$ cat config.mk
export PLATFORM = sky130hd
export DESIGN_NAME = ace_rd_arbiter
export DESIGN_NICKNAME = d
export VERILOG_FILES = /design/src/rtl/offnariscv_pkg.sv /design/src/rtl/ace_rd_arbiter_rr_arb2.sv /design/src/rtl/ace_rd_arbiter.sv
export SDC_FILE = /design/constraint.sdc
export NUM_CORES = 1
export LEC_CHECK = 0
export CORE_AREA = 2 2 371 373
export DETAILED_ROUTE_END_ITERATION = 10
export DIE_AREA = 0 0 373 375
export HOLD_SLACK_MARGIN = 0.15
export SETUP_SLACK_MARGIN = 0.2
export SYNTH_ARGS = -nofsm -noshare
export SYNTH_HDL_FRONTEND = slang
export SYNTH_HIERARCHICAL = 1
export SYNTH_SLANG_ARGS = --single-unit
$ cat constraint.sdc
create_clock -name clk -period 1.99 [get_ports clk]
set_input_delay 0.199 -clock clk [delete_from_list [all_inputs] [get_ports clk]]
set_output_delay 0.199 -clock clk [all_outputs]
set_load 0.005 [all_outputs]
$ cat src/rtl/offnariscv_pkg.sv
// Shared ACE widths and read-arbiter types for the offnariscv core.
package offnariscv_pkg;

    localparam int ACE_XID_WIDTH     = 4;
    localparam int ACE_AXLEN_WIDTH   = 8;
    localparam int ACE_AXSIZE_WIDTH  = 3;
    localparam int ACE_AXBURST_WIDTH = 2;
    localparam int ACE_ARSNOOP_WIDTH = 4;
    localparam int ACE_DOMAIN_WIDTH  = 2;
    localparam int ACE_RRESP_WIDTH   = 4;

    // Address width of the AR holding register; matches the default
    // ACE_AXADDR_WIDTH parameter of ace_rd_arbiter.
    localparam int RDARB_ADDR_WIDTH = 32;
    localparam int RDARB_NUM_REQ    = 2;

    typedef struct packed {
        logic [RDARB_ADDR_WIDTH-1:0]  addr;
        logic [ACE_AXLEN_WIDTH-1:0]   len;
        logic [ACE_AXSIZE_WIDTH-1:0]  size;
        logic [ACE_AXBURST_WIDTH-1:0] burst;
        logic [ACE_ARSNOOP_WIDTH-1:0] snoop;
        logic [ACE_DOMAIN_WIDTH-1:0]  domain;
    } rdarb_ar_t;

    typedef enum logic {
        RDARB_IDLE  = 1'b0,
        RDARB_ISSUE = 1'b1
    } rdarb_state_t;

    // ARID carries the requester index, zero-extended.
    function automatic logic [ACE_XID_WIDTH-1:0] rdarb_arid(input logic idx);
        return {{(ACE_XID_WIDTH-1){1'b0}}, idx};
    endfunction

endpackage

$ cat src/rtl/ace_rd_arbiter_rr_arb2.sv
// Two-way round-robin grant. On a tie the requester that did not win last
// time is chosen; the history only advances when upd is asserted.
module rr_arb2
    import offnariscv_pkg::*;
(
    input  logic       clk,
    input  logic       rst,
    input  logic [1:0] req,
    input  logic       upd,
    output logic [1:0] gnt,
    output logic       gnt_idx,
    output logic       gnt_vld
);

    logic last_grant_p1;

    // Remember the most recent winner; reset to 1 so port 0 wins the first tie.
    always_ff @(posedge clk) begin
        if (rst) begin
            last_grant_p1 <= 1'b1;
        end else if (upd) begin
            last_grant_p1 <= gnt_idx;
        end
    end

    // Pick a winner among the active requests.
    always_comb begin
        gnt_vld = |req;
        gnt_idx = 1'b0;
        if (req == 2'b11) begin
            gnt_idx = ~last_grant_p1;
        end else if (req[1]) begin
            gnt_idx = 1'b1;
        end
        gnt = gnt_vld ? (2'b01 << gnt_idx) : 2'b00;
    end

endmodule

$ cat src/rtl/ace_rd_arbiter.sv
// Shares one ACE read path between instruction fetch (port 0) and load/store
// (port 1). AR is arbitrated round-robin and tagged with the requester index
// in ARID; R beats are steered back by ID[0]; RACK is generated here.
module ace_rd_arbiter
    import offnariscv_pkg::*;
#(
    parameter int ACE_XDATA_WIDTH  = 256,
    parameter int ACE_AXADDR_WIDTH = 32
) (
    input  logic                         clk,
    input  logic                         rst,

    input  logic [ACE_AXADDR_WIDTH-1:0]  s0_araddr,
    input  logic [ACE_AXLEN_WIDTH-1:0]   s0_arlen,
    input  logic [ACE_AXSIZE_WIDTH-1:0]  s0_arsize,
    input  logic [ACE_AXBURST_WIDTH-1:0] s0_arburst,
    input  logic [ACE_ARSNOOP_WIDTH-1:0] s0_arsnoop,
    input  logic [ACE_DOMAIN_WIDTH-1:0]  s0_ardomain,
    input  logic                         s0_arvalid,
    output logic                         s0_arready,
    output logic [ACE_XDATA_WIDTH-1:0]   s0_rdata,
    output logic [ACE_RRESP_WIDTH-1:0]   s0_rresp,
    output logic                         s0_rlast,
    output logic                         s0_rvalid,
    input  logic                         s0_rready,

    input  logic [ACE_AXADDR_WIDTH-1:0]  s1_araddr,
    input  logic [ACE_AXLEN_WIDTH-1:0]   s1_arlen,
    input  logic [ACE_AXSIZE_WIDTH-1:0]  s1_arsize,
    input  logic [ACE_AXBURST_WIDTH-1:0] s1_arburst,
    input  logic [ACE_ARSNOOP_WIDTH-1:0] s1_arsnoop,
    input  logic [ACE_DOMAIN_WIDTH-1:0]  s1_ardomain,
    input  logic                         s1_arvalid,
    output logic                         s1_arready,
    output logic [ACE_XDATA_WIDTH-1:0]   s1_rdata,
    output logic [ACE_RRESP_WIDTH-1:0]   s1_rresp,
    output logic                         s1_rlast,
    output logic                         s1_rvalid,
    input  logic                         s1_rready,

    output logic [ACE_XID_WIDTH-1:0]     m_arid,
    output logic [ACE_AXADDR_WIDTH-1:0]  m_araddr,
    output logic [ACE_AXLEN_WIDTH-1:0]   m_arlen,
    output logic [ACE_AXSIZE_WIDTH-1:0]  m_arsize,
    output logic [ACE_AXBURST_WIDTH-1:0] m_arburst,
    output logic [ACE_ARSNOOP_WIDTH-1:0] m_arsnoop,
    output logic [ACE_DOMAIN_WIDTH-1:0]  m_ardomain,
    output logic                         m_arvalid,
    input  logic                         m_arready,

    input  logic [ACE_XID_WIDTH-1:0]     m_rid,
    input  logic [ACE_XDATA_WIDTH-1:0]   m_rdata,
    input  logic [ACE_RRESP_WIDTH-1:0]   m_rresp,
    input  logic                         m_rlast,
    input  logic                         m_rvalid,
    output logic                         m_rready,

    output logic                         m_rack,
    output logic                         err_unexp_rid
);

    rdarb_state_t                   state_p1;
    rdarb_state_t                   state_nxt;
    logic [RDARB_NUM_REQ-1:0]       busy_p1;
    rdarb_ar_t [RDARB_NUM_REQ-1:0]  ar_req;
    rdarb_ar_t                      ar_p1;
    logic [ACE_XID_WIDTH-1:0]       arid_p1;
    logic                           rack_p1;
    logic                           err_p1;

    logic [RDARB_NUM_REQ-1:0]       arb_req;
    logic [RDARB_NUM_REQ-1:0]       gnt;
    logic                           gnt_idx;
    logic                           gnt_vld;

    logic                           r_idx;
    logic                           r_hit;
    logic                           r_last_hs;
    logic [RDARB_NUM_REQ-1:0]       r_clr;
    logic                           unused_rid_hi;

    // Requester payloads gathered into one indexable vector.
    always_comb begin
        ar_req[0].addr   = s0_araddr;
        ar_req[0].len    = s0_arlen;
        ar_req[0].size   = s0_arsize;
        ar_req[0].burst  = s0_arburst;
        ar_req[0].snoop  = s0_arsnoop;
        ar_req[0].domain = s0_ardomain;
        ar_req[1].addr   = s1_araddr;
        ar_req[1].len    = s1_arlen;
        ar_req[1].size   = s1_arsize;
        ar_req[1].burst  = s1_arburst;
        ar_req[1].snoop  = s1_arsnoop;
        ar_req[1].domain = s1_ardomain;
    end

    // Only idle requesters compete, and only while the AR slot is free.
    always_comb begin
        arb_req = 2'b00;
        if (state_p1 == RDARB_IDLE) begin
            arb_req = {s1_arvalid & ~busy_p1[1], s0_arvalid & ~busy_p1[0]};
        end
    end

    rr_arb2 u_rr_arb2 (
        .clk     (clk),
        .rst     (rst),
        .req     (arb_req),
        .upd     (gnt_vld),
        .gnt     (gnt),
        .gnt_idx (gnt_idx),
        .gnt_vld (gnt_vld)
    );

    assign s0_arready = gnt[0];
    assign s1_arready = gnt[1];

    // AR FSM state register.
    always_ff @(posedge clk) begin
        if (rst) begin
            state_p1 <= RDARB_IDLE;
        end else begin
            state_p1 <= state_nxt;
        end
    end

    // AR FSM next state: grant moves to ISSUE, downstream accept returns to IDLE.
    always_comb begin
        state_nxt = state_p1;
        m_arvalid = 1'b0;
        case (state_p1)
            RDARB_IDLE: begin
                if (gnt_vld) begin
                    state_nxt = RDARB_ISSUE;
                end
            end
            RDARB_ISSUE: begin
                m_arvalid = 1'b1;
                if (m_arready) begin
                    state_nxt = RDARB_IDLE;
                end
            end
            default: state_nxt = RDARB_IDLE;
        endcase
    end

    // Capture the winner's payload; held unchanged while ISSUE waits for m_arready.
    always_ff @(posedge clk) begin
        if (rst) begin
            ar_p1   <= '0;
            arid_p1 <= '0;
        end else if (gnt_vld) begin
            ar_p1   <= ar_req[gnt_idx];
            arid_p1 <= rdarb_arid(gnt_idx);
        end
    end

    assign m_arid     = arid_p1;
    assign m_araddr   = ar_p1.addr;
    assign m_arlen    = ar_p1.len;
    assign m_arsize   = ar_p1.size;
    assign m_arburst  = ar_p1.burst;
    assign m_arsnoop  = ar_p1.snoop;
    assign m_ardomain = ar_p1.domain;

    // R steering: ID bit 0 selects the requester; beats for idle IDs are sunk.
    always_comb begin
        r_idx     = m_rid[0];
        r_hit     = busy_p1[r_idx];
        s0_rvalid = m_rvalid & r_hit & ~r_idx;
        s1_rvalid = m_rvalid & r_hit & r_idx;
        m_rready  = r_hit ? (r_idx ? s1_rready : s0_rready) : m_rvalid;
        r_last_hs = m_rvalid & m_rready & m_rlast & r_hit;
        r_clr     = r_last_hs ? (2'b01 << r_idx) : 2'b00;
    end

    assign s0_rdata      = m_rdata;
    assign s0_rresp      = m_rresp;
    assign s0_rlast      = m_rlast;
    assign s1_rdata      = m_rdata;
    assign s1_rresp      = m_rresp;
    assign s1_rlast      = m_rlast;
    assign unused_rid_hi = ^m_rid[ACE_XID_WIDTH-1:1];

    // Outstanding-read tracking, RACK pulse and sticky unexpected-ID flag.
    always_ff @(posedge clk) begin
        if (rst) begin
            busy_p1 <= '0;
            rack_p1 <= 1'b0;
            err_p1  <= 1'b0;
        end else begin
            busy_p1 <= (busy_p1 | gnt) & ~r_clr;
            rack_p1 <= r_last_hs;
            if (m_rvalid && !r_hit) begin
                err_p1 <= 1'b1;
            end
        end
    end

    assign m_rack        = rack_p1;
    assign err_unexp_rid = err_p1;

endmodule

Word-level counts from Yosys, hierarchy flattened --
Cells that the tools add are included.
Storage, ports and cells: bits in registers 58, input bits 375, output and inout bits 585, word-level logic and storage cells 51
Cells by class: $lt $le $gt $ge 2, equality and inequality tests 1, shift-type cells 2, mux-type cells 15, bitwise logic cells 16, reduce and logical (&&, ||, !) cells 3
Operators with widths (number):
- 51-bit 2-to-1 mux | 2
- 1-bit 2-to-1 mux | 9
- 1-bit AND | 8
- 2-bit 2-to-1 mux | 3
- 1-bit inverter | 5
- 1-bit by 2-bit < comparator with 1-bit output, second input constant | 2
- 1-bit by 1-bit << shifter with 2-bit output, first input constant | 2
- 2-bit AND | 1
- 2-bit == test, second input constant | 1
- 2-bit inverter | 1
- 2-bit OR | 1
- 1-bit one-hot mux with 2 select lines | 1
- 2-bit OR reduction | 1
- 1-bit logical AND | 1
- 1-bit zero test | 1

Logic depth before layout (Yosys ltp) --
Gate-level depths: netlist of run 1.
word-level depth 9, depth in mapped cells 7

Modules after synthesis --
The synthesis of run 1 kept the hierarchy.
Modules (own cells, without submodules):
- ace_rd_arbiter | times used 1, cells an instance 784, area each 6503.7 µm²
- rr_arb2 | times used 1, cells an instance 8, area each 71.3 µm²

Worst setup path before layout of run 1 --
OpenSTA, ideal clock, no wires.
path type flip-flop to flip-flop, from register state_p1, to register ar_p1 (netlist bit m_arburst[0]), setup time 0.086 ns, arrival 1.470 ns, required time 1.904 ns, slack 0.435 ns, cell stages (with the launch flop) 8, buffers on the path 3, period minus slack after synthesis 1.555 ns, cells stage by stage dfxtp_1 nor3b_1 or2_1 buf_2 buf_4 buf_4 nor2_1 a211oi_1
RTL lines:
- from (decl) | RTL line ace_rd_arbiter.sv:62 | rdarb_state_t state_p1;
- from (signal assigned) | RTL line ace_rd_arbiter.sv:124 | state_p1 <= state_nxt;
- 2-bit 2-to-1 mux | RTL line ace_rd_arbiter.sv:101 | if (state_p1 == RDARB_IDLE) begin
- net arb_req[0] | RTL line ace_rd_arbiter.sv:71 | logic [RDARB_NUM_REQ-1:0] arb_req;
- 2-bit OR reduction | RTL line ace_rd_arbiter_rr_arb2.sv:28 | gnt_vld = |req;
- net gnt_vld | RTL line ace_rd_arbiter.sv:74 | logic gnt_vld;
- to (signal assigned) | RTL line ace_rd_arbiter.sv:154 | ar_p1 <= ar_req[gnt_idx];
- to (decl) | RTL line ace_rd_arbiter.sv:66 | rdarb_ar_t ar_p1;
The timed path passes the listed nets, and every way through them passes these cells. The select of a mux whose other input is x is not followed. A chain may end at the register's enable or synchronous reset.

Worst setup path after layout of run 1 --
from register busy_p1[1], to output port m_rready
On the way: cells in the longest elaborated chain, start to end 3
RTL lines:
- from (decl) | RTL line ace_rd_arbiter.sv:64 | logic [RDARB_NUM_REQ-1:0] busy_p1;
- from (signal assigned) | RTL line ace_rd_arbiter.sv:193 | busy_p1 <= (busy_p1 | gnt) & ~r_clr;
- 1-bit 2-to-1 mux (implied by the code) (2 in series) | RTL line ace_rd_arbiter.sv:170 | r_hit = busy_p1[r_idx];
- 1-bit 2-to-1 mux | RTL line ace_rd_arbiter.sv:173 | m_rready = r_hit ? (r_idx ? s1_rready : s0_rready) : m_rvalid;
- to (decl) | RTL line ace_rd_arbiter.sv:56 | output logic m_rready,
Every way passes these cells. The select of a mux whose other input is x is not followed.

==> impl_results.md, run 1 <==
- Outcome: completed
- Placeable Area: 0.136 mm2
- Post-DR vias/cell: 1.72
- Synth Flop Type: dfxtp_1
- H-tree lvl count: 3
- Synth Cell Area: 0.00658 mm2
- Maxcap violations: 0
- Via count: 3,909
- Total Routed Length: 78,900 um
- CTS tree: yes
- Vias in the first global route: 3,659
- Longest Clk Path Bufs: 2
- Clock sink count: slightly below 60
- Cts hold-fix bufs: 0
- Area Overhead vs Synth: 9.93%
- Initial Util: approximately 4.8%
- Worst Path Arrival: 1660 ps
- Row cnt: 136
- GPL Wtd Cong: 0.736
- Clk Latency, worst-skew pair: 420 ps
- Unique masters post-synth: 28
- DIE AREA: between 0.1 and 0.15 mm2
- Drt first pass iters: 4
- Post-detail-place hpwl: roughly 70,000 um
- Post-route cell area: about 0.0072 mm2
- Max VDD drop: 471 uV
- Most frequent cells in the layout: 167 x clkdlybuf4s50_1, 55 x nor2_1, 55 x dfxtp_1
- Min cycle time layout: 1860 ps
- Crit. End Element: output port
- Drt first-iter violations: 172
- Fin. Hold Viols: 0
- Residual DRC: 0
- Required time of the critical path: 1790 ps
- Synthesized area per cell: roughly 8.3 um2
- Gr usage total: 10.8%
- WL/cell: between 30 and 40 um
- Root Driver: clkbuf_16
- Dpl cells: 2,230
- Final-stage net count: around 840
- Post-Synthesis Cells: 792
- Post-route ant nets: 0
- Number of flops mapped to enable cells by yosys: 0
- Async set or reset register ratio after synthesis: 0%
- Antenna violations before repair: 42
- Final period utilization: 93.3%
- Post-route setup slack: 133 ps
- Share of cells above drive strength 1: 13.3%
- Max_slew headroom: 61.2%
- Critical-path maximum fanout: 4
- HP Class: input pin to register
- CTS buffer count: 9
- Seq/Total Area, Yosys: 17.7%
- Final setup viols: 0
- First-pass GRT wire length: 85,700 um
- Final Skew: 21.6 ps
- Fin cells: 2,269
- Placed Area: 0.00669 mm2
- Largest net degree at the start of global routing: 55
- Power Density: about 700 mW/mm2
- Gr ovfl total: 0
- Die Ht: 375 um
- Least-Margin Pin Slew: about 580 ps
- Buffers on Ports: 173
- Chip width: 373 um
- Clock Pin Slew Worst Setup and Hold Paths: 80 ps
- I/O pin count: 960
- Peak Freq: 539 MHz
- Most common cell after layout, fill and taps aside: clkdlybuf4s50_1
- LEAKAGE: 1.98 nW
- Flops & latches, synth: a little under 60
- Setup crit start kind: register
- Slew Limit Fails: 0
- RSZ-0062 raised after global routing: yes
- DP Worst Slack: -57.4 ps
- Yosys warns: 6
- Kind of critical path: register to output port
==> synth_stat cells, drive strengths merged (2+ instances only) <==
cell type	n	share of area (%)
a211oi	53	6.1
a311oi	2	0.27
dfxtp	58	18
clkbuf	4	0.23
nor2b	2	0.19
nor3b	2	0.23
mux2i	52	7.9
buf	545	62
inv	2	0.11
and2	3	0.29
nor2	55	3.1
a21boi	3	0.40
==> registers in the layout (all words and copies together), names as in the netlist <==
signal and cells:
m_arlen 8, err_unexp_rid 1, u_rr_arb2/last_grant_p1 1, state_p1 1, m_arid 1, busy_p1 2
m_rack 1, m_araddr 32, m_ardomain 2, m_arburst 2, m_arsize 3, m_arsnoop 4
==> per-stage QoR <==
| step | setup TNS (ps) | utilization [%] | power, mW | hold slack (ps) |
|---|---|---|---|---|
| finish | 0 | 5.30 | 5.07 | 280 |
| global route | 0 | 5.29 | 5.43 | 316 |
| CTS | 0 | 5.17 | 5.09 | 242 |
| detailed placement | -1060 | 4.91 | 3.08 | 398 |
| global placement | -439 | 4.91 | 3.07 | 398 |
| floorplan | 0 | - | 2.96 | 293 |
==> worst max-delay path, stage by stage (launching register included) <==
cell and delay, ps:
dfxtp_4 360, buf_4 130, buf_6 110, mux2_4 250, o211ai_1 230, buf_2 160
==> final timing paths <==
path / start / end / slack, ps / cells after the start
max: busy_p1[1] / m_rready / 130 / 5
min: rst / m_arid[0] / 280 / 2
max reg2reg: state_p1 / m_araddr[20] / 250 / 8
min reg2reg: m_araddr[22] / m_araddr[22] / 480 / 2
==> report_power, final <==
group	switching, mW	internal (mW)	leakage (nW)
Combinational	0.808	0.985	1.35
Clock	0.863	0.962	0.142
Sequential	0.104	1.35	0.484
==> layout make-up <==
class	count	area [um2]
Clock inverter	6	57.6
Tap cell	1794	2240
Clock buffer	10	229
Sequential cell	58	1170
Multi-Input combinational cell	185	1340
Fill cell	16100	129000
Antenna cell	9	22.5
Timing Repair Buffer	205	2150
Inverter	2	7.51
==> metal layers <==
layer  global-route usage (%)  up-vias  wire length [um]
li1                         -     1370                 -
met1                     6.39     1504             17100
met3                     17.9      150             27000
met2                     15.5      875             32300
met4                     2.90       10              2380
met5                    0.515        -               115
==> logic make-up after synthesis <==
logic type             synth area share, %
AO/OA/AOI/OAI                         7.10
buffers and inverters                 62.7
flip-flops                            17.7
multiplexers                          8.09
other                               0.0570
AND/OR/NAND/NOR                       4.38
==> repair_timing <==
action                                  CTS  global route
cloned                                    0             2
setup buffers                             5             7
endpoints found under the setup margin    4            20
gates resized for setup                  16            10
endpoints found under the hold margin     0             0
pin swaps                                 1             2
Note: power is estimated with default switching activity, not from simulation.
==> run 2, diff against run 1 <==
--- a/config.mk
+++ b/config.mk
@@ -8,7 +8,6 @@
 export CORE_AREA = 2 2 371 373
 export DETAILED_ROUTE_END_ITERATION = 10
 export DIE_AREA = 0 0 373 375
-export HOLD_SLACK_MARGIN = 0.15
 export SETUP_SLACK_MARGIN = 0.2
 export SYNTH_ARGS = -nofsm -noshare
 export SYNTH_HDL_FRONTEND = slang
==> results of run 2 <==
Final layout, timing and power as in run 1 (identical DEF).
==> run 3, diff against run 2 <==
--- a/config.mk
+++ b/config.mk
@@ -8,6 +8,7 @@
 export CORE_AREA = 2 2 371 373
 export DETAILED_ROUTE_END_ITERATION = 10
 export DIE_AREA = 0 0 373 375
+export HOLD_SLACK_MARGIN = 0.12
 export SETUP_SLACK_MARGIN = 0.2
 export SYNTH_ARGS = -nofsm -noshare
 export SYNTH_HDL_FRONTEND = slang
==> results of run 3 <==
Final layout, timing and power as in run 1 (identical DEF).
